$ cat config.mk
export PLATFORM = sky130hd
export DESIGN_NAME = rmssd_window_engine_flat
export DESIGN_NICKNAME = d
export VERILOG_FILES = /design/src/rtl/rmssd_window_engine_pkg.sv /design/src/rtl/rmssd_window_engine_if.sv /design/src/rtl/rmssd_window_engine_isqrt.sv /design/src/rtl/rmssd_window_engine.sv /design/src/flat_wrapper.sv
export SDC_FILE = /design/constraint.sdc
export NUM_CORES = 1
export LEC_CHECK = 0
export BUFFER_PORTS_ARGS = -buffer_cell sky130_fd_sc_hd__buf_2
export CAP_MARGIN = 20
export CELL_PAD_IN_SITES_DETAIL_PLACEMENT = 1
export CELL_PAD_IN_SITES_GLOBAL_PLACEMENT = 1
export CORE_ASPECT_RATIO = 1.1
export CORE_MARGIN = 2
export CORE_UTILIZATION = 48
export CTS_BUF_LIST = sky130_fd_sc_hd__clkbuf_4 sky130_fd_sc_hd__clkbuf_8
export CTS_CLUSTER_DIAMETER = 60
export DETAILED_ROUTE_END_ITERATION = 8
export GPL_TIMING_DRIVEN = 0
export PLACE_DENSITY_LB_ADDON = 0.1
export RECOVER_POWER = 25
export SYNTH_ARGS = -nofsm -noshare
export SYNTH_HDL_FRONTEND = slang
export SYNTH_SLANG_ARGS = --single-unit
$ cat constraint.sdc
create_clock -name clk -period 11 [get_ports clk]
set_input_delay 2.2 -clock clk [delete_from_list [all_inputs] [get_ports clk]]
set_output_delay 2.2 -clock clk [all_outputs]
set_load 0.005 [all_outputs]
$ cat src/rtl/rmssd_window_engine_pkg.sv
// Shared types and width helpers for the streaming RMSSD engine.
// No logic: compile-time only.
// No handshake: consumed by the engine, its interface users and the sqrt core.
package rmssd_window_engine_pkg;

    typedef enum logic [1:0] {
        ACCUM = 2'd0,
        SQRT  = 2'd1,
        OUT   = 2'd2
    } state_e;

    localparam logic MODE_BLOCK   = 1'b0;
    localparam logic MODE_SLIDING = 1'b1;

    // Square of an RR difference.
    function automatic int sq_width(input int rr_w);
        return 2 * rr_w;
    endfunction

    // Sum of 2**win_log2 squares; sized so the window sum cannot overflow.
    function automatic int sum_width(input int rr_w, input int win_log2);
        return 2 * rr_w + win_log2;
    endfunction

endpackage

$ cat src/rtl/rmssd_window_engine_if.sv
// RR-interval input stream, RMSSD result stream and window status.
// No logic: wires only.
// Both streams are valid/ready; the slave modport is the engine side.
interface rmssd_window_engine_if #(
    parameter int RR_W = 12
);
    logic            rr_valid;
    logic [RR_W-1:0] rr_data;
    logic            rr_ready;
    logic            rmssd_valid;
    logic [RR_W-1:0] rmssd_data;
    logic            rmssd_ready;
    logic            win_full;

    modport master (
        output rr_valid, rr_data, rmssd_ready,
        input  rr_ready, rmssd_valid, rmssd_data, win_full
    );

    modport slave (
        input  rr_valid, rr_data, rmssd_ready,
        output rr_ready, rmssd_valid, rmssd_data, win_full
    );
endinterface

$ cat src/rtl/rmssd_window_engine_isqrt.sv
// Sequential digit-by-digit floor integer square root of a 2*ROOT_W-bit radicand.
// Latency: start -> done pulse ROOT_W+1 cycles later (one root bit per cycle).
// No backpressure: start is ignored while busy; abort cancels a run with no done.
// Ports: start/radicand in, busy/done/root out, abort = synchronous cancel.
module rmssd_window_engine_isqrt #(
    parameter int ROOT_W = 12
) (
    input  logic                  clk,
    input  logic                  rst_n,
    input  logic                  abort,
    input  logic                  start,
    input  logic [2*ROOT_W-1:0]   radicand,
    output logic                  busy,
    output logic                  done,
    output logic [ROOT_W-1:0]     root
);
    localparam int CNT_W = $clog2(ROOT_W + 1);

    logic [2*ROOT_W-1:0] x_q;
    logic [ROOT_W-1:0]   rem_q;
    logic [ROOT_W-1:0]   root_q;
    logic [CNT_W-1:0]    cnt_q;
    logic                busy_q;
    logic                done_q;

    logic [ROOT_W+1:0]   rem_sh;
    logic [ROOT_W+1:0]   trial;
    logic                take;

    // Bring down the next two radicand bits and try appending a 1 to the root.
    // Before the last step the remainder never exceeds 2*root, so ROOT_W bits
    // hold it; the remainder left after the final step is never used.
    assign rem_sh = {rem_q, x_q[2*ROOT_W-1 -: 2]};
    assign trial  = {root_q, 2'b01};
    assign take   = (rem_sh >= trial);

    always_ff @(posedge clk or negedge rst_n) begin
        if (!rst_n) begin
            x_q    <= '0;
            rem_q  <= '0;
            root_q <= '0;
            cnt_q  <= '0;
            busy_q <= 1'b0;
            done_q <= 1'b0;
        end else begin
            done_q <= 1'b0;
            if (abort) begin
                busy_q <= 1'b0;
            end else if (start && !busy_q) begin
                x_q    <= radicand;
                rem_q  <= '0;
                root_q <= '0;
                cnt_q  <= CNT_W'(ROOT_W);
                busy_q <= 1'b1;
            end else if (busy_q) begin
                x_q    <= {x_q[2*ROOT_W-3:0], 2'b00};
                rem_q  <= ROOT_W'(take ? rem_sh - trial : rem_sh);
                root_q <= {root_q[ROOT_W-2:0], take};
                cnt_q  <= cnt_q - CNT_W'(1);
                if (cnt_q == CNT_W'(1)) begin
                    busy_q <= 1'b0;
                    done_q <= 1'b1;
                end
            end
        end
    end

    assign busy = busy_q;
    assign done = done_q;
    assign root = root_q;

endmodule

$ cat src/rtl/rmssd_window_engine.sv
// Streaming RMSSD: floor(sqrt(mean of squared successive RR differences)) over 2**WIN_LOG2 diffs.
// Latency: trigger sample accepted at edge t -> rmssd_valid high after edge t+RR_W+2.
// Backpressure: rr_ready low through sqrt and until the result is taken; nothing dropped.
// Ports: clk, rst_n (async low), clear (sync flush, latches mode), mode (0 block / 1 sliding),
//        bus (slave): rr_valid/rr_data/rr_ready in, rmssd_valid/rmssd_data/rmssd_ready out, win_full.
module rmssd_window_engine
    import rmssd_window_engine_pkg::*;
#(
    parameter int RR_W     = 12,
    parameter int WIN_LOG2 = 3
) (
    input  logic                  clk,
    input  logic                  rst_n,
    input  logic                  clear,
    input  logic                  mode,
    rmssd_window_engine_if.slave  bus
);
    localparam int N     = 1 << WIN_LOG2;
    localparam int SQ_W  = sq_width(RR_W);
    localparam int SUM_W = sum_width(RR_W, WIN_LOG2);
    localparam int CNT_W = WIN_LOG2 + 1;
    localparam logic [CNT_W-1:0] N_CNT = CNT_W'(N);

    state_e               state_q, state_d;
    logic                 alive_q;
    logic                 mode_q;
    logic [RR_W-1:0]      prev_q;
    logic                 prev_vld_q;
    logic [SUM_W-1:0]     sum_q;
    logic [CNT_W-1:0]     cnt_q;
    logic                 win_full_q;
    logic [WIN_LOG2-1:0]  ptr_q;
    logic [SQ_W-1:0]      win_sq_q [N];
    logic [RR_W-1:0]      rmssd_data_q;

    logic                 rr_ready;
    logic                 accept, diff_accept, trigger, leave_out;
    logic [RR_W-1:0]      diff;
    logic [SQ_W-1:0]      diff_w, sq;
    logic [SUM_W-1:0]     sum_add, sum_nx;
    logic [CNT_W-1:0]     cnt_inc;
    logic                 sqrt_start, sqrt_busy, sqrt_done;
    logic [RR_W-1:0]      sqrt_root;

    // alive_q holds rr_ready low until the first edge after reset release.
    assign rr_ready    = alive_q && (state_q == ACCUM) && !clear;
    assign accept      = bus.rr_valid && rr_ready;
    assign diff_accept = accept && prev_vld_q;

    assign diff    = (bus.rr_data >= prev_q) ? bus.rr_data - prev_q : prev_q - bus.rr_data;
    assign diff_w  = SQ_W'(diff);
    assign sq      = diff_w * diff_w;
    assign cnt_inc = cnt_q + CNT_W'(1);

    // Once the sliding window is full the oldest square leaves as the new one
    // enters; any intermediate wrap of sum_add cancels in the subtraction.
    assign sum_add = sum_q + SUM_W'(sq);
    assign sum_nx  = (mode_q == MODE_SLIDING && cnt_q == N_CNT)
                   ? sum_add - SUM_W'(win_sq_q[ptr_q]) : sum_add;

    assign trigger   = diff_accept && ((mode_q == MODE_BLOCK) ? (cnt_inc == N_CNT)
                                                              : (cnt_inc >= N_CNT));
    assign leave_out = (state_q == OUT) && bus.rmssd_ready && !clear;

    always_ff @(posedge clk or negedge rst_n) begin
        if (!rst_n) state_q <= ACCUM;
        else        state_q <= state_d;
    end

    always_comb begin
        state_d    = state_q;
        sqrt_start = 1'b0;
        if (clear) begin
            state_d = ACCUM;
        end else begin
            case (state_q)
                ACCUM: if (trigger) state_d = SQRT;
                SQRT: begin
                    if (sqrt_done)      state_d = OUT;
                    else if (!sqrt_busy) sqrt_start = 1'b1;
                end
                OUT:   if (bus.rmssd_ready) state_d = ACCUM;
                default: state_d = ACCUM;
            endcase
        end
    end

    always_ff @(posedge clk or negedge rst_n) begin
        if (!rst_n) begin
            alive_q      <= 1'b0;
            mode_q       <= MODE_BLOCK;
            prev_q       <= '0;
            prev_vld_q   <= 1'b0;
            sum_q        <= '0;
            cnt_q        <= '0;
            win_full_q   <= 1'b0;
            ptr_q        <= '0;
            rmssd_data_q <= '0;
        end else begin
            alive_q <= 1'b1;
            if (clear) begin
                mode_q     <= mode;
                prev_vld_q <= 1'b0;
                sum_q      <= '0;
                cnt_q      <= '0;
                win_full_q <= 1'b0;
                ptr_q      <= '0;
            end else begin
                if (accept) begin
                    prev_q     <= bus.rr_data;
                    prev_vld_q <= 1'b1;
                end
                if (diff_accept) begin
                    sum_q <= sum_nx;
                    if (cnt_q != N_CNT)    cnt_q      <= cnt_inc;
                    if (cnt_inc == N_CNT)  win_full_q <= 1'b1;
                    if (mode_q == MODE_SLIDING) ptr_q <= ptr_q + WIN_LOG2'(1);
                end
                if (state_q == SQRT && sqrt_done) rmssd_data_q <= sqrt_root;
                // Block mode starts each window afresh; prev is kept so the
                // next window's first diff spans the block boundary.
                if (leave_out && mode_q == MODE_BLOCK) begin
                    sum_q      <= '0;
                    cnt_q      <= '0;
                    win_full_q <= 1'b0;
                end
            end
        end
    end

    // Contents are only read once cnt_q shows they were rewritten since clear.
    always_ff @(posedge clk) begin
        if (!clear && diff_accept && mode_q == MODE_SLIDING) win_sq_q[ptr_q] <= sq;
    end

    rmssd_window_engine_isqrt #(.ROOT_W(RR_W)) u_isqrt (
        .clk      (clk),
        .rst_n    (rst_n),
        .abort    (clear),
        .start    (sqrt_start),
        .radicand (sum_q[SUM_W-1:WIN_LOG2]),
        .busy     (sqrt_busy),
        .done     (sqrt_done),
        .root     (sqrt_root)
    );

    assign bus.rr_ready    = rr_ready;
    assign bus.rmssd_valid = (state_q == OUT);
    assign bus.rmssd_data  = rmssd_data_q;
    assign bus.win_full    = win_full_q;

endmodule
$ cat src/flat_wrapper.sv
// flat-port wrapper written by rule: the top's interface ports become plain ports
module rmssd_window_engine_flat import rmssd_window_engine_pkg::*;
#(
    parameter int RR_W     = 12,
    parameter int WIN_LOG2 = 3
)
  (clk, rst_n, clear, mode, bus_rr_valid, bus_rr_data, bus_rmssd_ready, bus_rr_ready, bus_rmssd_valid, bus_rmssd_data, bus_win_full);
  rmssd_window_engine_if #(.RR_W(RR_W)) bus_i ();
  input  logic clk;
  input  logic rst_n;
  input  logic clear;
  input  logic mode;
  input wire logic [$bits(bus_i.rr_valid)-1:0] bus_rr_valid;
  input wire logic [$bits(bus_i.rr_data)-1:0] bus_rr_data;
  input wire logic [$bits(bus_i.rmssd_ready)-1:0] bus_rmssd_ready;
  output wire logic [$bits(bus_i.rr_ready)-1:0] bus_rr_ready;
  output wire logic [$bits(bus_i.rmssd_valid)-1:0] bus_rmssd_valid;
  output wire logic [$bits(bus_i.rmssd_data)-1:0] bus_rmssd_data;
  output wire logic [$bits(bus_i.win_full)-1:0] bus_win_full;
  assign bus_i.rr_valid = bus_rr_valid;
  assign bus_i.rr_data = bus_rr_data;
  assign bus_i.rmssd_ready = bus_rmssd_ready;
  assign bus_rr_ready = bus_i.rr_ready;
  assign bus_rmssd_valid = bus_i.rmssd_valid;
  assign bus_rmssd_data = bus_i.rmssd_data;
  assign bus_win_full = bus_i.win_full;
  rmssd_window_engine #(.RR_W(RR_W), .WIN_LOG2(WIN_LOG2)) u_core (.clk(clk), .rst_n(rst_n), .clear(clear), .mode(mode), .bus(bus_i));
endmodule
---- Word-level counts from Yosys, hierarchy flattened ----
Memory sizes are Yosys's and may differ from the RTL's.
Cells that the tools add are included.
storage, ports and cells
  bits in registers ....................... 118
  RAM bits ................................ 192
  output and inout bits ................... 15
  word-level logic and storage cells ...... 117
  memories ................................ 1
operators by class
  add/sub/neg operators ................... 8
  $mul .................................... 1
  magnitude comparators ................... 3
  equality and inequality tests ........... 9
  muxes and demuxes ....................... 47
  bitwise gates (word level) .............. 2
  reduce and logical (&&, ||, !) cells .... 30
memories
  memory           words  width  read ports  clocked after memory_dff  wr ports  RTL line                   source
  u_core.win_sq_q  8      24     1           0                         1         rmssd_window_engine.sv:33  logic [SQ_W-1:0] win_sq_q [N];
operators by type and width
  operator                                                                number
  27-bit 2-to-1 mux                                                       4
  12-bit 2-to-1 mux                                                       6
  24-bit 2-to-1 mux                                                       2
  12-bit subtractor                                                       3
  27-bit by 24-bit adder with 27-bit output                               1
  27-bit by 24-bit subtractor with 27-bit output                          1
  12-bit by 12-bit multiplier with 24-bit output                          1
  4-bit 2-to-1 mux                                                        6
  1-bit 2-to-1 mux                                                        21
  14-bit greater-or-equal comparator                                      1
  1-bit logical AND                                                       13
  12-bit greater-or-equal comparator                                      1
  2-bit AND reduction                                                     6
  3-bit 2-to-1 mux                                                        3
  3-bit nonzero test                                                      3
  4-bit equality test (second input constant)                             2
  2-bit 2-to-1 mux                                                        4
  2-bit nonzero test                                                      4
  3-bit != test (second input constant)                                   2
  2-bit one-hot mux with 3 select lines                                   1
  4-bit by 1-bit adder with 4-bit output (second input constant)          1
  4-bit by 1-bit equality test with 1-bit output (second input constant)  1
  4-bit greater-or-equal comparator (second input constant)               1
  4-bit != test (second input constant)                                   1
  other kinds (9)                                                         11

---- Depth between registers and ports, before layout ----
Gate-level depths: netlist of the first run.
  word-level depth ........................ 9
  depth in mapped cells ................... 49
  mapped depth without buffers ............ 48

---- Cells and area by module ----
Synthesis of the first run repeated with hierarchy kept, for this count alone.
unflattened totals
  cell total of the unflattened synthesis .. 1850
  area, all modules ....................... 20265.7 um^2
by module, submodules not included
  module                     instances  cells each  area an instance (um^2)  seq. area each (um^2)
  rmssd_window_engine        1          1495        17088.9                  7126.8
  rmssd_window_engine_isqrt  1          355         3176.8                   1351.3

---- Worst setup path after synthesis of the first run ----
Ideal clock, no wire load.
  kind .................................... input to register
  start ................................... input port bus_rr_data[0]
  end ..................................... register u_core.sum_q[26]
  arrival ................................. 12418 ps
  data required time ...................... 10927 ps
  path slack .............................. -1491 ps
  stages on the path ...................... 46
  buffers on the path ..................... 1
  cells stage by stage .................... inv_1 > ha_1 > fa_1 > nor2b_1 > o21ai_0 > a31o_2 > a31o_2 > and3_1 > a311oi_1 > o22ai_1 > xnor2_2 > inv_2 > nand2_1 > fa_1 > inv_1 > fa_1 > inv_1 > fa_1 > [... 10 more ...] > o211ai_1 > o21a_1 > nor2_1 > xnor2_1 > ha_1 > and3_1 > and4_1 > a22oi_1 > xnor2_1 > ha_1 > a211o_1 > o41ai_2 > a31oi_1 > a2111oi_4 > nor2_1 > or4_4 > a21oi_2 > a2bb2oi_2
between the ends
  cells in the longest elaborated chain, start to end .. 9
  elaborated cells on any way between the ends .. 11
  those cells by class .................... add/sub: 4; mul: 1; order compare: 1; mux: 5
ends and longest elaborated chain
  what                                                                     RTL line                    source
  start: declaration                                                       flat_wrapper.sv:14          input wire logic [$bits(bus_i.rr_data)-1:0] bus_rr_data;
  12-bit subtractor or 12-bit greater-or-equal comparator (tied branches)  rmssd_window_engine.sv:50   assign diff = (bus.rr_data >= prev_q) ? bus.rr_data - prev_q : prev_q - bus.rr_data;
  12-bit 2-to-1 mux (*)                                                    rmssd_window_engine.sv:50
  12-bit by 12-bit multiplier with 24-bit output (*)                       rmssd_window_engine.sv:52   assign sq = diff_w * diff_w;
  named net u_core.sq[16]                                                  rmssd_window_engine.sv:39   logic [SQ_W-1:0] diff_w, sq;
  27-bit by 24-bit adder with 27-bit output (*)                            rmssd_window_engine.sv:57   assign sum_add = sum_q + SUM_W'(sq);
  27-bit by 24-bit subtractor with 27-bit output                           rmssd_window_engine.sv:59   ? sum_add - SUM_W'(win_sq_q[ptr_q]) : sum_add;
  27-bit 2-to-1 mux (*)                                                    rmssd_window_engine.sv:59
  27-bit 2-to-1 mux (*)                                                    rmssd_window_engine.sv:113  if (diff_accept) begin
  27-bit 2-to-1 mux (*)                                                    rmssd_window_engine.sv:122  if (leave_out && mode_q == MODE_BLOCK) begin
  27-bit 2-to-1 mux (*)                                                    rmssd_window_engine.sv:101  if (clear) begin
  end signal: assignment                                                   rmssd_window_engine.sv:114  sum_q <= sum_nx;
  end: declaration                                                         rmssd_window_engine.sv:29   logic [SUM_W-1:0] sum_q;
Mark *: on every way through the listed nets, which the timed path passes. The rest lies on a longest branch. The select of a mux whose other input is x is not followed.
A chain may end at the register's enable or synchronous reset.

---- Final worst setup path of the first run ----
Ends and elaborated chain as after synthesis.

==> out/qor.json, run 1 <==
{
  "status": {"value": "finished, violations left"},
  "violations_in_the_final_reports": {"value": "capacitance limit, slew limit, setup timing"},
  "fraction_of_final_layout_cells_with_drive_strength_greater_than_1": {"value": 25.1, "unit": "%"},
  "cts.htree.levels": {"value": 2},
  "global_route.usage.total": {"value": 27.5, "unit": "%"},
  "yosys_register_bits": {"value": 302},
  "cp-end-kind": {"value": "flop"},
  "grt_pass1_wl": {"value": 90600, "unit": "um"},
  "clkSlewWorstSetupHoldPaths": {"value": 0.06, "unit": "ns"},
  "synthDistinctLibCells": {"value": 78},
  "cp.required": {"value": 11.55, "unit": "ns"},
  "antenna_found_initial": {"value": 1},
  "chipHeight": {"value": 218, "unit": "um"},
  "postRouteWirelength": {"value": 58500, "unit": "um"},
  "timing.fmax": {"value": 0.0822, "unit": "GHz"},
  "synth_edf_count": {"value": 184},
  "path_common_cell": {"value": "sky130_fd_sc_hd__fa_1"},
  "cts_max_path_buffers": {"value": 3},
  "timing.critical_path.slowest_stage_cell": {"value": "sky130_fd_sc_hd__fa_1"},
  "cp_slowest_stage_delay": {"value": 0.55, "unit": "ns"},
  "grt_overflow": {"value": 0},
  "clkSinkCount": {"value": 302},
  "syn2layout_area_growth": {"value": 21.1, "unit": "%"},
  "synthArstFlopShare": {"value": 39.1, "unit": "%"},
  "number_of_max_capacitance_violations_reported": {"value": 2},
  "grt_max_degree": {"value": 66},
  "synth-warning-count": {"value": 0},
  "synth.net_count": {"value": 2043},
  "design.core.area": {"value": 41200, "unit": "sq um"},
  "layout_setup_ws": {"value": -1.16, "unit": "ns"},
  "design.final.nets": {"value": 2233},
  "number_of_global_route_vias_before_repair": {"value": 16200},
  "first_pass_iters": {"value": 7},
  "timing_max_transition_violations_final": {"value": 121},
  "synthesis.area": {"value": 20000, "unit": "sq um"},
  "m3_gr_usage": {"value": 3.76, "unit": "%"},
  "timing.critical_path.from_type": {"value": "input port"},
  "clock_skew": {"value": 0.0454, "unit": "ns"},
  "final-setup-viol-count": {"value": 10},
  "io_buffer_count": {"value": 32},
  "synthFlopType": {"value": "sky130_fd_sc_hd__edfxtp_1"},
  "dp_worst_setup_slack": {"value": -3.50, "unit": "ns"},
  "routed_via_density": {"value": 5.70},
  "detailedPlacementHpwl": {"value": 41700, "unit": "um"},
  "syn_avg_cell_area": {"value": 11.1, "unit": "sq um"},
  "grt_most_used_layer": {"value": "met2"},
  "worst_skew_pair_latency": {"value": 0.66, "unit": "ns"},
  "timing.final.crit_share": {"value": 111, "unit": "%"},
  "most_common_cell_after_layout_fill_and_taps_aside": {"value": "sky130_fd_sc_hd__edfxtp_1"},
  "arrival": {"value": 12.71, "unit": "ns"},
  "hold_viol": {"value": 0},
  "synth_cells": {"value": 1795},
  "cts_tree": {"value": "yes"},
  "hp-class": {"value": "flop to flop"},
  "floorplan.rows": {"value": 78},
  "slew_headroom": {"value": -136, "unit": "%"},
  "gr-usage-met1": {"value": 33.5, "unit": "%"},
  "final_period_minus_worst_setup_slack": {"value": 12.16, "unit": "ns"},
  "cts_root_buf": {"value": "sky130_fd_sc_hd__clkbuf_8"},
  "die-width": {"value": 198, "unit": "um"},
  "drt-wirelength-per-cell": {"value": 22.6, "unit": "um"},
  "ctsHoldBuffers": {"value": 0},
  "start_util": {"value": 48.5, "unit": "%"},
  "rsz0062_at_grt": {"value": "true"},
  "drtIter0Drc": {"value": 681},
  "via_count": {"value": 14700},
  "synthDominantCellAreaShare": {"value": 27.7, "unit": "%"},
  "cp_max_fo": {"value": 6},
  "synth_largest_area_cell": {"value": "sky130_fd_sc_hd__edfxtp_1"},
  "drc": {"value": 0},
  "die-area": {"value": 43200, "unit": "sq um"},
  "final_antenna_net_count": {"value": 0},
  "gp_congestion": {"value": 0.858},
  "gr-usage-met2": {"value": 49.6, "unit": "%"},
  "ioPinCount": {"value": 33},
  "crit_path_category": {"value": "input port to flop"},
  "yosysSeqAreaShare": {"value": 42.5, "unit": "%"},
  "synth.area.top_cells": {"value": "sky130_fd_sc_hd__edfxtp_1 (28%), sky130_fd_sc_hd__dfrtp_1 (15%), sky130_fd_sc_hd__ha_1 (9.3%), sky130_fd_sc_hd__fa_1 (8.2%), sky130_fd_sc_hd__mux4_2 (5.2%)"},
  "cts_bufs_inserted": {"value": 53},
  "tightest_slew": {"value": 3.55, "unit": "ns"},
  "most-common-layout-cells": {"value": "sky130_fd_sc_hd__edfxtp_1 (184), sky130_fd_sc_hd__inv_1 (169), sky130_fd_sc_hd__nand2_1 (119), sky130_fd_sc_hd__ha_1 (119), sky130_fd_sc_hd__dfrtp_1 (118)"}
}
==> cells by family after synthesis <==
| group | Yosys count | share of synthesized area [%] |
|---|---|---|
| flops | 302 | 42.5 |
| fa+ha+maj | 230 | 17.5 |
| compound gates | 378 | 12.2 |
| mux | 122 | 9.10 |
| simple gates | 419 | 9.87 |
| other cells | 1 | 0.0188 |
| xor+xnor | 90 | 3.99 |
| buf+inv | 253 | 4.83 |
==> state kept, by name, indices dropped and copies added, names as in the netlist, 12 cells and up <==
register	cells
u_core.bus.rmssd_data	12
u_core.prev_q	12
u_core.sum_q	27
u_core.u_isqrt.rem_q	12
u_core.u_isqrt.root	12
u_core.u_isqrt.x_q	24
u_core.win_sq_q	184
==> critical path, delay by kind of cell <==
| family | cells | cell delay, ns |
|---|---|---|
| fa+ha+maj | 10 | 4.01 |
| simple gates | 9 | 1.91 |
| buf+inv | 7 | 0.57 |
| compound gates | 14 | 3.30 |
| xor+xnor | 3 | 0.71 |
==> final timing paths <==
| check | startpoint | endpoint | slack (ns) | depth (start not counted) |
|---|---|---|---|---|
| setup / recovery | bus_rr_data[0] | u_core.sum_q[26] | -1.16 | 43 |
| hold / removal | u_core.u_isqrt.x_q[12] | u_core.u_isqrt.x_q[12] | 0.48 | 2 |
| setup reg to reg | u_core.prev_q[0] | u_core.sum_q[26] | 0.05 | 41 |
| hold reg to reg | u_core.u_isqrt.x_q[12] | u_core.u_isqrt.x_q[12] | 0.48 | 2 |
| max in group asynchronous | rst_n | u_core.u_isqrt.x_q[3] | 3.82 | 2 |
| min in group asynchronous | rst_n | u_core.u_isqrt.rem_q[6] | 2.64 | 1 |
==> area by class of cell <==
type                       instances  area, sq um
clock inverter                    21          173
fill                            4292        17000
buffer                            66          357
timing repair buffer             140         1050
antenna                            1         2.50
sequential                       302         8480
tap                              560          701
multi-input combinational       1240        11700
clock buffer                      76          965
inverter                         182          706
==> synthesized netlist by cell type (all sizes together), types with 4 or more instances <==
| master | number |
|---|---|
| ha | 148 |
| nand2 | 122 |
| and4 | 4 |
| o22ai | 4 |
| and3 | 8 |
| mux2i | 60 |
| a22o | 4 |
| buf | 22 |
| o31ai | 17 |
| nand2b | 25 |
| o21a | 16 |
| or3 | 6 |
| clkbuf | 49 |
| nor2 | 123 |
| inv | 182 |
| xor2 | 27 |
| a211oi | 16 |
| o21ai | 118 |
| a21o | 36 |
| edfxtp | 184 |
| nor3 | 19 |
| a21oi | 98 |
| nand4 | 13 |
| mux4 | 46 |
| o21bai | 11 |
| dfrtp | 118 |
| o211ai | 4 |
| mux2 | 16 |
| nand3 | 45 |
| a31oi | 8 |
| and2 | 8 |
| or2 | 18 |
| a31o | 5 |
| a211o | 4 |
| fa | 82 |
| xnor2 | 63 |
| nor2b | 15 |
==> layer usage <==
metal	up-vias	part of all wire (%)
met5	-	0
met2	275	52
met4	0	3.4
met1	7598	42
met3	102	3.1
li1	6770	-
==> timing repair <==
item | CTS | global route
pin swaps | 73 | 59
setup endpoints to repair | 16 | 12
setup buffers | 77 | 21
gates resized for setup | 151 | 58
==> metrics by stage <==
stage	cells	instance area, sq um	hold WS [ns]	TNS [ns]	util (%)
global route	2588	24200	0.513	-9.58	58.7
floorplan	1795	20200	0.449	-3.39	-
finish	2588	24200	0.479	-5.97	58.7
global placement	2387	21100	0.466	-38.39	51.1
CTS	2566	23800	0.490	-3.96	57.7
detailed placement	2397	21200	0.475	-41.40	51.6
Power of run 1 is left out: the tool's default activity adds up to more than one toggle a clock period on the data nets, which glitch-free logic cannot reach.
==> run 2: changes to the inputs <==
--- a/config.mk
+++ b/config.mk
@@ -5,13 +5,14 @@
 export SDC_FILE = /design/constraint.sdc
 export NUM_CORES = 1
 export LEC_CHECK = 0
+export ABC_AREA = 1
 export BUFFER_PORTS_ARGS = -buffer_cell sky130_fd_sc_hd__buf_2
 export CAP_MARGIN = 20
 export CELL_PAD_IN_SITES_DETAIL_PLACEMENT = 1
 export CELL_PAD_IN_SITES_GLOBAL_PLACEMENT = 1
 export CORE_ASPECT_RATIO = 1.1
 export CORE_MARGIN = 2
-export CORE_UTILIZATION = 48
+export CORE_UTILIZATION = 55
 export CTS_BUF_LIST = sky130_fd_sc_hd__clkbuf_4 sky130_fd_sc_hd__clkbuf_8
 export CTS_CLUSTER_DIAMETER = 60
 export DETAILED_ROUTE_END_ITERATION = 8
==> constraint.sdc (replaced) <==
create_clock -name clk -period 14.97 [get_ports clk]
set_input_delay 2.994 -clock clk [delete_from_list [all_inputs] [get_ports clk]]
set_output_delay 2.994 -clock clk [all_outputs]
set_load 0.005 [all_outputs]
==> run 2 against run 1 <==
The run ends with capacitance limit, slew limit left. Final cell count grew 20%. Setup slack gained 2.6 ns. Flip-flop and latch count is the same. Non-clock buffer count shrank 85. Critical path type unchanged. Highest routed layer is now met5.
==> out/qor.json, run 2 <==
{
  "yosys_register_bits": {"value": 302, "change": "unchanged"},
  "grt_most_used_layer": {"value": "met2"},
  "first_pass_iters": {"value": 5, "change": "-2"},
  "grt_pass1_wl": {"value": 108000, "unit": "um", "change": "+20%"},
  "reg2reg_setup_slack": {"value": 3.67, "unit": "ns", "change": "+3.62 ns"},
  "ctsHoldBuffers": {"value": 0, "change": "unchanged"},
  "synth_commonest_cells": {"value": "sky130_fd_sc_hd__nand2_1 (438), sky130_fd_sc_hd__inv_1 (372), sky130_fd_sc_hd__nor2_1 (297)"},
  "ioPinCount": {"value": 33, "change": "unchanged"},
  "worstHoldStart": {"value": "u_core.bus.rmssd_data[6]"},
  "worstHoldEndpoint": {"value": "u_core.bus.rmssd_data[6]"},
  "layout_setup_ws": {"value": 1.46, "unit": "ns", "change": "+2.62 ns"},
  "syn_avg_cell_area": {"value": 8.48, "unit": "sq um", "change": "-24%"},
  "final-setup-viol-count": {"value": 0, "change": "-10"},
  "cts_resized": {"value": 0, "change": "-100%"},
  "slew_headroom": {"value": -133, "unit": "%", "change": "+3.5 points"},
  "endpoint_of_the_most_critical_register_to_register_path": {"value": "u_core.sum_q[24]"},
  "via_count": {"value": 18400, "change": "+24%"},
  "synth_largest_area_cell": {"value": "sky130_fd_sc_hd__edfxtp_1"},
  "synth-warning-count": {"value": 0, "change": "unchanged"},
  "gr-usage-met2": {"value": 61.7, "unit": "%", "change": "+12 points"},
  "start_util": {"value": 56.0, "unit": "%", "change": "+7.6 points"},
  "gp_congestion": {"value": 0.966, "change": "+13%"},
  "gr-usage-met1": {"value": 42.1, "unit": "%", "change": "+8.6 points"},
  "most_common_cell_after_layout_fill_and_taps_aside": {"value": "sky130_fd_sc_hd__nand2_1"},
  "io_buffer_count": {"value": 31, "change": "-3.1%"},
  "global_route.usage.total": {"value": 35.7, "unit": "%", "change": "+8.2 points"},
  "synthArstFlopShare": {"value": 39.1, "unit": "%", "change": "unchanged"},
  "number_of_buffers_inserted_by_post_cts_setup_repair": {"value": 0, "change": "-100%"},
  "hold_viol": {"value": 0, "change": "unchanged"},
  "cts.htree.levels": {"value": 2, "change": "unchanged"},
  "synth_cells": {"value": 2464, "change": "+37%"},
  "cts_root_buf": {"value": "sky130_fd_sc_hd__clkbuf_8"},
  "syn2layout_area_growth": {"value": 10.1, "unit": "%"},
  "synth.area.top_cells": {"value": "sky130_fd_sc_hd__edfxtp_1 (26%), sky130_fd_sc_hd__dfrtp_1 (14%), sky130_fd_sc_hd__ha_1 (8.9%), sky130_fd_sc_hd__nand2_1 (7.9%), sky130_fd_sc_hd__fa_1 (7.9%)"},
  "holdPathStages": {"value": 2, "change": "unchanged"},
  "die-width": {"value": 190, "unit": "um", "change": "-4.3%"},
  "clock_skew": {"value": 0.0369, "unit": "ns", "change": "-0.00855 ns"},
  "worst_skew_pair_latency": {"value": 0.67, "unit": "ns", "change": "about the same"},
  "path_common_cell": {"value": "sky130_fd_sc_hd__inv_1"},
  "crit_path_category": {"value": "input port to flop"},
  "timing.fmax": {"value": 0.0740, "unit": "GHz"},
  "cts_max_path_buffers": {"value": 3, "change": "unchanged"},
  "m3_gr_usage": {"value": 7.19, "unit": "%", "change": "+3.4 points"},
  "violations_in_the_final_reports": {"value": "capacitance limit, slew limit"},
  "largest_register_ff_count": {"value": 184, "change": "unchanged"},
  "grt_overflow": {"value": 0, "change": "unchanged"},
  "hp-class": {"value": "flop to flop"},
  "cp_slowest_stage_delay": {"value": 0.96, "unit": "ns", "change": "+0.41 ns"},
  "synth.net_count": {"value": 2712, "change": "+33%"},
  "worst_r2r_startpoint": {"value": "u_core.prev_q[0]"},
  "drtIter0Drc": {"value": 1141, "change": "+68%"},
  "synthDominantCellAreaShare": {"value": 26.4, "unit": "%", "change": "-1.3 points"},
  "regMostFlops": {"value": "u_core.win_sq_q"},
  "number_of_global_route_vias_before_repair": {"value": 20100, "change": "+24%"},
  "cts_tree": {"value": "yes"},
  "number_of_max_capacitance_violations_reported": {"value": 2, "change": "unchanged"},
  "tightest_slew": {"value": 3.50, "unit": "ns", "change": "-0.0519 ns"},
  "detailedPlacementHpwl": {"value": 52600, "unit": "um", "change": "+26%"},
  "drt-wirelength-per-cell": {"value": 22.4, "unit": "um", "change": "-0.99%"},
  "antenna_found_initial": {"value": 7, "change": "+6"},
  "dp_worst_setup_slack": {"value": 0.879, "unit": "ns", "change": "+4.38 ns"},
  "timing_max_transition_violations_final": {"value": 121, "change": "unchanged"},
  "yosysMostFrequentCell": {"value": "sky130_fd_sc_hd__nand2_1"},
  "design.core.area": {"value": 37300, "unit": "sq um", "change": "-9.4%"},
  "clkSinkCount": {"value": 302, "change": "unchanged"},
  "design.final.nets": {"value": 2815, "change": "+26%"},
  "postRouteWirelength": {"value": 69400, "unit": "um", "change": "+19%"},
  "synthDistinctLibCells": {"value": 51, "change": "-35%"},
  "biggest_regs": {"value": "u_core.win_sq_q: 184 flops, u_core.sum_q: 27 flops, u_core.u_isqrt.x_q: 24 flops"},
  "cp.required": {"value": 15.53, "unit": "ns", "change": "+3.98 ns"},
  "timing.critical_path.slowest_stage_cell": {"value": "sky130_fd_sc_hd__xor2_1"},
  "cts_bufs_inserted": {"value": 51, "change": "-3.8%"},
  "chipHeight": {"value": 208, "unit": "um", "change": "-4.3%"},
  "synth_edf_count": {"value": 184, "change": "unchanged"},
  "status": {"value": "finished, violations left"},
  "clkSlewWorstSetupHoldPaths": {"value": 0.06, "unit": "ns", "change": "about the same"},
  "final.setup.tns": {"value": 0, "unit": "ns", "change": "+5.97 ns"},
  "yosysSeqAreaShare": {"value": 40.6, "unit": "%", "change": "-1.9 points"},
  "grt_max_degree": {"value": 64, "change": "-3.0%"},
  "die-area": {"value": 39600, "unit": "sq um", "change": "-8.4%"},
  "most-common-layout-cells": {"value": "sky130_fd_sc_hd__nand2_1 (439), sky130_fd_sc_hd__inv_1 (372), sky130_fd_sc_hd__nor2_1 (289)"},
  "routed_via_density": {"value": 5.92, "change": "+3.9%"},
  "floorplan.rows": {"value": 74, "change": "-5.1%"},
  "timing.critical_path.from_type": {"value": "input port"},
  "drc": {"value": 0, "change": "unchanged"},
  "synthFlopType": {"value": "sky130_fd_sc_hd__edfxtp_1"},
  "final_period_minus_worst_setup_slack": {"value": 13.51, "unit": "ns"},
  "timing.final.crit_share": {"value": 90.3, "unit": "%"},
  "arrival": {"value": 14.07, "unit": "ns", "change": "+1.36 ns"},
  "synthesis.area": {"value": 20900, "unit": "sq um", "change": "+4.8%"},
  "reg2regPathDepth": {"value": 47, "change": "+15%"},
  "cp-end-kind": {"value": "flop"},
  "fraction_of_final_layout_cells_with_drive_strength_greater_than_1": {"value": 8.29, "unit": "%", "change": "-17 points"},
  "rsz0062_at_grt": {"value": "false"},
  "final_antenna_net_count": {"value": 0, "change": "unchanged"},
  "cp_max_fo": {"value": 10, "change": "+4"}
}
## run 2: kinds of logic (layout without fill, tap and decap cells)
logic type / count (synthesis) / after routing / synth area share [%]
and+or+nand+nor: 892 / 892 / 17.8
DFF: 302 / 302 / 40.6
xor gates and xnor gates: 67 / 67 / 2.81
buffers and inverters: 457 / 599 / 8.66
adders and majority gates: 230 / 230 / 16.7
other: 1 / 2 / 0.0179
AOI/OAI and AO/OA: 515 / 515 / 13.5
## run 2: layer usage
metal / share of wire (%) / up-vias
met5: 0.078 / -
met4: 4.8 / 8
met3: 6.4 / 208
met2: 50 / 703
met1: 39 / 9119
li1: - / 8318
## run 2: how the worst max path moves through the flow
stage	slack, ns	startpoint	to
2_1_floorplan	3.56	bus_rr_data[0]	u_core.sum_q[23]
3_3_place_gp	1.14	bus_rr_data[0]	u_core.sum_q[24]
3_5_place_dp	0.88	bus_rr_data[0]	u_core.sum_q[24]
4_1_cts	1.52	bus_rr_data[0]	u_core.sum_q[24]
5_1_grt	0.79	bus_rr_data[0]	u_core.sum_q[24]
6_report	1.46	bus_rr_data[0]	u_core.sum_q[24]
## run 2: cell type report
cell class,instances,area [sq um]
antenna,1,2.50
buffer,71,360
clock buffer,71,865
clock inverter,21,245
fill,4502,14300
inverter,386,1450
multi-input combinational,1705,10600
sequential,302,8480
tap,494,618
timing repair buffer,50,393
## run 2: critical path, delay by kind of cell
family / cells / cell delay (ns)
simple gates: 14 / 2.18
buf+inv: 10 / 1.18
compound gates: 13 / 1.94
xor+xnor: 2 / 1.24
fa+ha+maj: 10 / 4.51
## run 2: stage by stage
| step | cell area, sq um | hold WS (ns) | util (%) | std cells |
|---|---|---|---|---|
| 2_1_floorplan | 20900 | 0.448 | - | 2464 |
| 3_3_place_gp | 21700 | 0.464 | 58.1 | 2989 |
| 3_5_place_dp | 21900 | 0.477 | 58.8 | 3004 |
| 4_1_cts | 23000 | 0.492 | 61.8 | 3096 |
| 5_1_grt | 23000 | 0.507 | 61.7 | 3100 |
| 6_report | 23000 | 0.486 | 61.7 | 3101 |
Power of run 2 is left out for the same reason.
==> run 3: changes to the inputs <==
--- a/config.mk
+++ b/config.mk
@@ -19,6 +19,7 @@
 export GPL_TIMING_DRIVEN = 0
 export PLACE_DENSITY_LB_ADDON = 0.1
 export RECOVER_POWER = 25
+export REMOVE_ABC_BUFFERS = 1
 export SYNTH_ARGS = -nofsm -noshare
 export SYNTH_HDL_FRONTEND = slang
 export SYNTH_SLANG_ARGS = --single-unit
==> run 3 against run 2 <==
The flow still finishes with violations (capacitance limit, slew limit). Global-route usage decreased by 3.5 points. Sequential share of layout area increased by 0.67 points. Critical path depth decreased by 4. Via count decreased by 4.8%. Clock skew decreased by 0.0031 ns. Worst hold slack got worse by 0.00065 ns. Final area decreased by 1.8%. Die area unchanged. Final cell count decreased by 2.5%. Fmax decreased by 4.9%. Count of clock-buffer cells in the layout increased by 3. Utilization decreased by 1.1 points. Critical endpoint unchanged.
==> out/qor.json, run 3 (synthesized netlist as in run 2, its figures left out) <==
{
  "hp-class": {"value": "flop to flop"},
  "cp_max_fo": {"value": 12, "change": "+2"},
  "first_pass_iters": {"value": 7, "change": "+2"},
  "timing.critical_path.from_type": {"value": "input port"},
  "detailedPlacementHpwl": {"value": 46600, "unit": "um", "change": "-11%"},
  "cts_bufs_inserted": {"value": 54, "change": "+5.9%"},
  "final-setup-viol-count": {"value": 0, "change": "unchanged"},
  "violations_in_the_final_reports": {"value": "capacitance limit, slew limit"},
  "gp_congestion": {"value": 0.930, "change": "-3.7%"},
  "cp.required": {"value": 15.49, "unit": "ns", "change": "-0.04 ns"},
  "crit_path_category": {"value": "input port to flop"},
  "route.top_layer_used": {"value": "met4"},
  "global_route.usage.total": {"value": 32.2, "unit": "%", "change": "-3.5 points"},
  "dr_wl_met2": {"value": 33000, "unit": "um", "change": "-4.5%"},
  "grt_pass1_wl": {"value": 100000, "unit": "um", "change": "-7.5%"},
  "status": {"value": "finished, violations left"},
  "layout_setup_ws": {"value": 0.765, "unit": "ns", "change": "-0.691 ns"},
  "holdPathStages": {"value": 2, "change": "unchanged"},
  "slew_headroom": {"value": -147, "unit": "%", "change": "-14 points"},
  "routed_via_density": {"value": 5.77, "change": "-2.4%"},
  "grt_max_degree": {"value": 96, "change": "+50%"},
  "reg2reg_setup_slack": {"value": 2.83, "unit": "ns", "change": "-0.84 ns"},
  "cts_tree": {"value": "yes"},
  "grt_overflow": {"value": 0, "change": "unchanged"},
  "worstHoldStart": {"value": "u_core.bus.rmssd_data[6]"},
  "io_buffer_count": {"value": 32, "change": "+3.2%"},
  "met3_wirelength": {"value": 2160, "unit": "um", "change": "-51%"},
  "regMostFlops": {"value": "u_core.win_sq_q"},
  "tightest_slew": {"value": 3.70, "unit": "ns", "change": "+0.206 ns"},
  "worst_r2r_startpoint": {"value": "u_core.prev_q[0]"},
  "cts_max_path_buffers": {"value": 3, "change": "unchanged"},
  "num-fill-cells": {"value": 4539, "change": "+0.82%"},
  "cp_slowest_stage_delay": {"value": 0.73, "unit": "ns", "change": "-0.23 ns"},
  "syn2layout_area_growth": {"value": 8.21, "unit": "%"},
  "fraction_of_final_layout_cells_with_drive_strength_greater_than_1": {"value": 7.47, "unit": "%", "change": "-0.82 points"},
  "start_util": {"value": 56.0, "unit": "%", "change": "unchanged"},
  "met1_wirelength": {"value": 25300, "unit": "um", "change": "-6.4%"},
  "final.setup.tns": {"value": 0, "unit": "ns", "change": "unchanged"},
  "timing.fmax": {"value": 0.0704, "unit": "GHz", "change": "-4.9%"},
  "rsz0062_at_grt": {"value": "false"},
  "area_of_combinational_cells_with_multiple_inputs": {"value": 10700, "unit": "sq um", "change": "+0.45%"},
  "largest_register_ff_count": {"value": 184, "change": "unchanged"},
  "cts.htree.levels": {"value": 2, "change": "unchanged"},
  "timing.final.crit_share": {"value": 94.9, "unit": "%", "change": "+4.6 points"},
  "most_common_cell_after_layout_fill_and_taps_aside": {"value": "sky130_fd_sc_hd__nand2_1"},
  "clkSinkCount": {"value": 302, "change": "unchanged"},
  "final_period_minus_worst_setup_slack": {"value": 14.21, "unit": "ns", "change": "+0.691 ns"},
  "design.final.nets": {"value": 2737, "change": "-2.8%"},
  "ioPinCount": {"value": 33, "change": "unchanged"},
  "via_count": {"value": 17500, "change": "-4.8%"},
  "biggest_regs": {"value": "u_core.win_sq_q: 184 flops, u_core.sum_q: 27 flops, u_core.u_isqrt.x_q: 24 flops"},
  "worst_skew_pair_latency": {"value": 0.66, "unit": "ns", "change": "about the same"},
  "drc": {"value": 0, "change": "unchanged"},
  "worstHoldEndpoint": {"value": "u_core.bus.rmssd_data[6]"},
  "clock_skew": {"value": 0.0338, "unit": "ns", "change": "-0.00309 ns"},
  "number_of_buffers_inserted_by_post_cts_setup_repair": {"value": 0, "change": "unchanged"},
  "arrival": {"value": 14.72, "unit": "ns", "change": "+0.65 ns"},
  "die-area": {"value": 39600, "unit": "sq um", "change": "unchanged"},
  "number_of_global_route_vias_before_repair": {"value": 19400, "change": "-3.6%"},
  "postRouteWirelength": {"value": 62400, "unit": "um", "change": "-10%"},
  "clkSlewWorstSetupHoldPaths": {"value": 0.06, "unit": "ns", "change": "about the same"},
  "timing.critical_path.slowest_stage_cell": {"value": "sky130_fd_sc_hd__xor2_1"},
  "antenna-diode-count": {"value": 0, "change": "-1"},
  "storage_cell_area": {"value": 8480, "unit": "sq um", "change": "about the same"},
  "dp_worst_setup_slack": {"value": 0.393, "unit": "ns", "change": "-0.486 ns"},
  "cts_root_buf": {"value": "sky130_fd_sc_hd__clkbuf_8"},
  "hold_viol": {"value": 0, "change": "unchanged"},
  "antenna_found_initial": {"value": 0, "change": "-7"},
  "number_of_max_capacitance_violations_reported": {"value": 3, "change": "+1"},
  "ctsHoldBuffers": {"value": 0, "change": "unchanged"},
  "reg2regPathDepth": {"value": 43, "change": "-8.5%"},
  "chipHeight": {"value": 208, "unit": "um", "change": "unchanged"},
  "die-width": {"value": 190, "unit": "um", "change": "unchanged"},
  "path_common_cell": {"value": "sky130_fd_sc_hd__nand2_1"},
  "design.core.area": {"value": 37300, "unit": "sq um", "change": "unchanged"},
  "drt-wirelength-per-cell": {"value": 20.6, "unit": "um", "change": "-7.8%"},
  "cts_resized": {"value": 0, "change": "unchanged"},
  "drtIter0Drc": {"value": 1084, "change": "-5.0%"},
  "most-common-layout-cells": {"value": "sky130_fd_sc_hd__nand2_1 (439), sky130_fd_sc_hd__inv_1 (371), sky130_fd_sc_hd__nor2_1 (286)"},
  "final_antenna_net_count": {"value": 0, "change": "unchanged"},
  "timing_max_transition_violations_final": {"value": 151, "change": "+25%"},
  "cp-end-kind": {"value": "flop"},
  "floorplan.rows": {"value": 74, "change": "unchanged"},
  "endpoint_of_the_most_critical_register_to_register_path": {"value": "u_core.sum_q[24]"}
}
run 3: cell types whose count changed in the layout (fill, tap and decap cells not counted), sizes merged:
| cell | before | now |
|---|---|---|
| clkinvlp | 3 | 1 |
| buf | 70 | 35 |
| inv | 388 | 386 |
| clkbuf | 122 | 79 |
| diode | 1 | 0 |
| clkinv | 12 | 19 |
run 3: worst max-delay path by stage:
stage / startpoint / slack (ns) / end
floorplan: bus_rr_data[3] / 3.40 / u_core.sum_q[23]
global placement: bus_rr_data[0] / 0.84 / u_core.sum_q[24]
detailed placement: bus_rr_data[0] / 0.39 / u_core.sum_q[24]
CTS: bus_rr_data[0] / 1.01 / u_core.sum_q[24]
global route: bus_rr_data[0] / 0.22 / u_core.sum_q[24]
finish: bus_rr_data[0] / 0.76 / u_core.sum_q[24]
run 3: per-layer routing:
layer | global-route usage [%] | up-vias
met3 | 4.25 | 146
li1 | - | 8170
met5 | 0 | -
met2 | 59.7 | 356
met4 | 12.0 | 0
met1 | 37.5 | 8796
run 3: area by class of cell:
class,instances,area share [%]
sequential,302,37.5
clock buffer,74,4.06
multi-input combinational,1705,47.1
tap,494,2.73
timing repair buffer,40,1.14
inverter,386,6.42
clock inverter,24,1.02
run 3: worst max-delay path, delay by kind of cell:
family,cells,cell delay (ns)
AO/OA/AOI/OAI,8,1.63
XOR/XNOR,1,0.73
adder cells (fa/ha/maj),9,4.39
buffers and inverters,9,1.27
AND/OR/NAND/NOR,18,3.64
run 3: through the flow:
step                util (%)  cell area [sq um]  instances  hold slack [ns]
global route            60.6              22600       3025            0.520
detailed placement      57.8              21600       2927            0.475
CTS                     60.8              22700       3025            0.488
global placement        57.1              21300       2919            0.460
finish                  60.6              22600       3025            0.486
floorplan                  -              20500       2393            0.448
Power of run 3 is left out for the same reason.
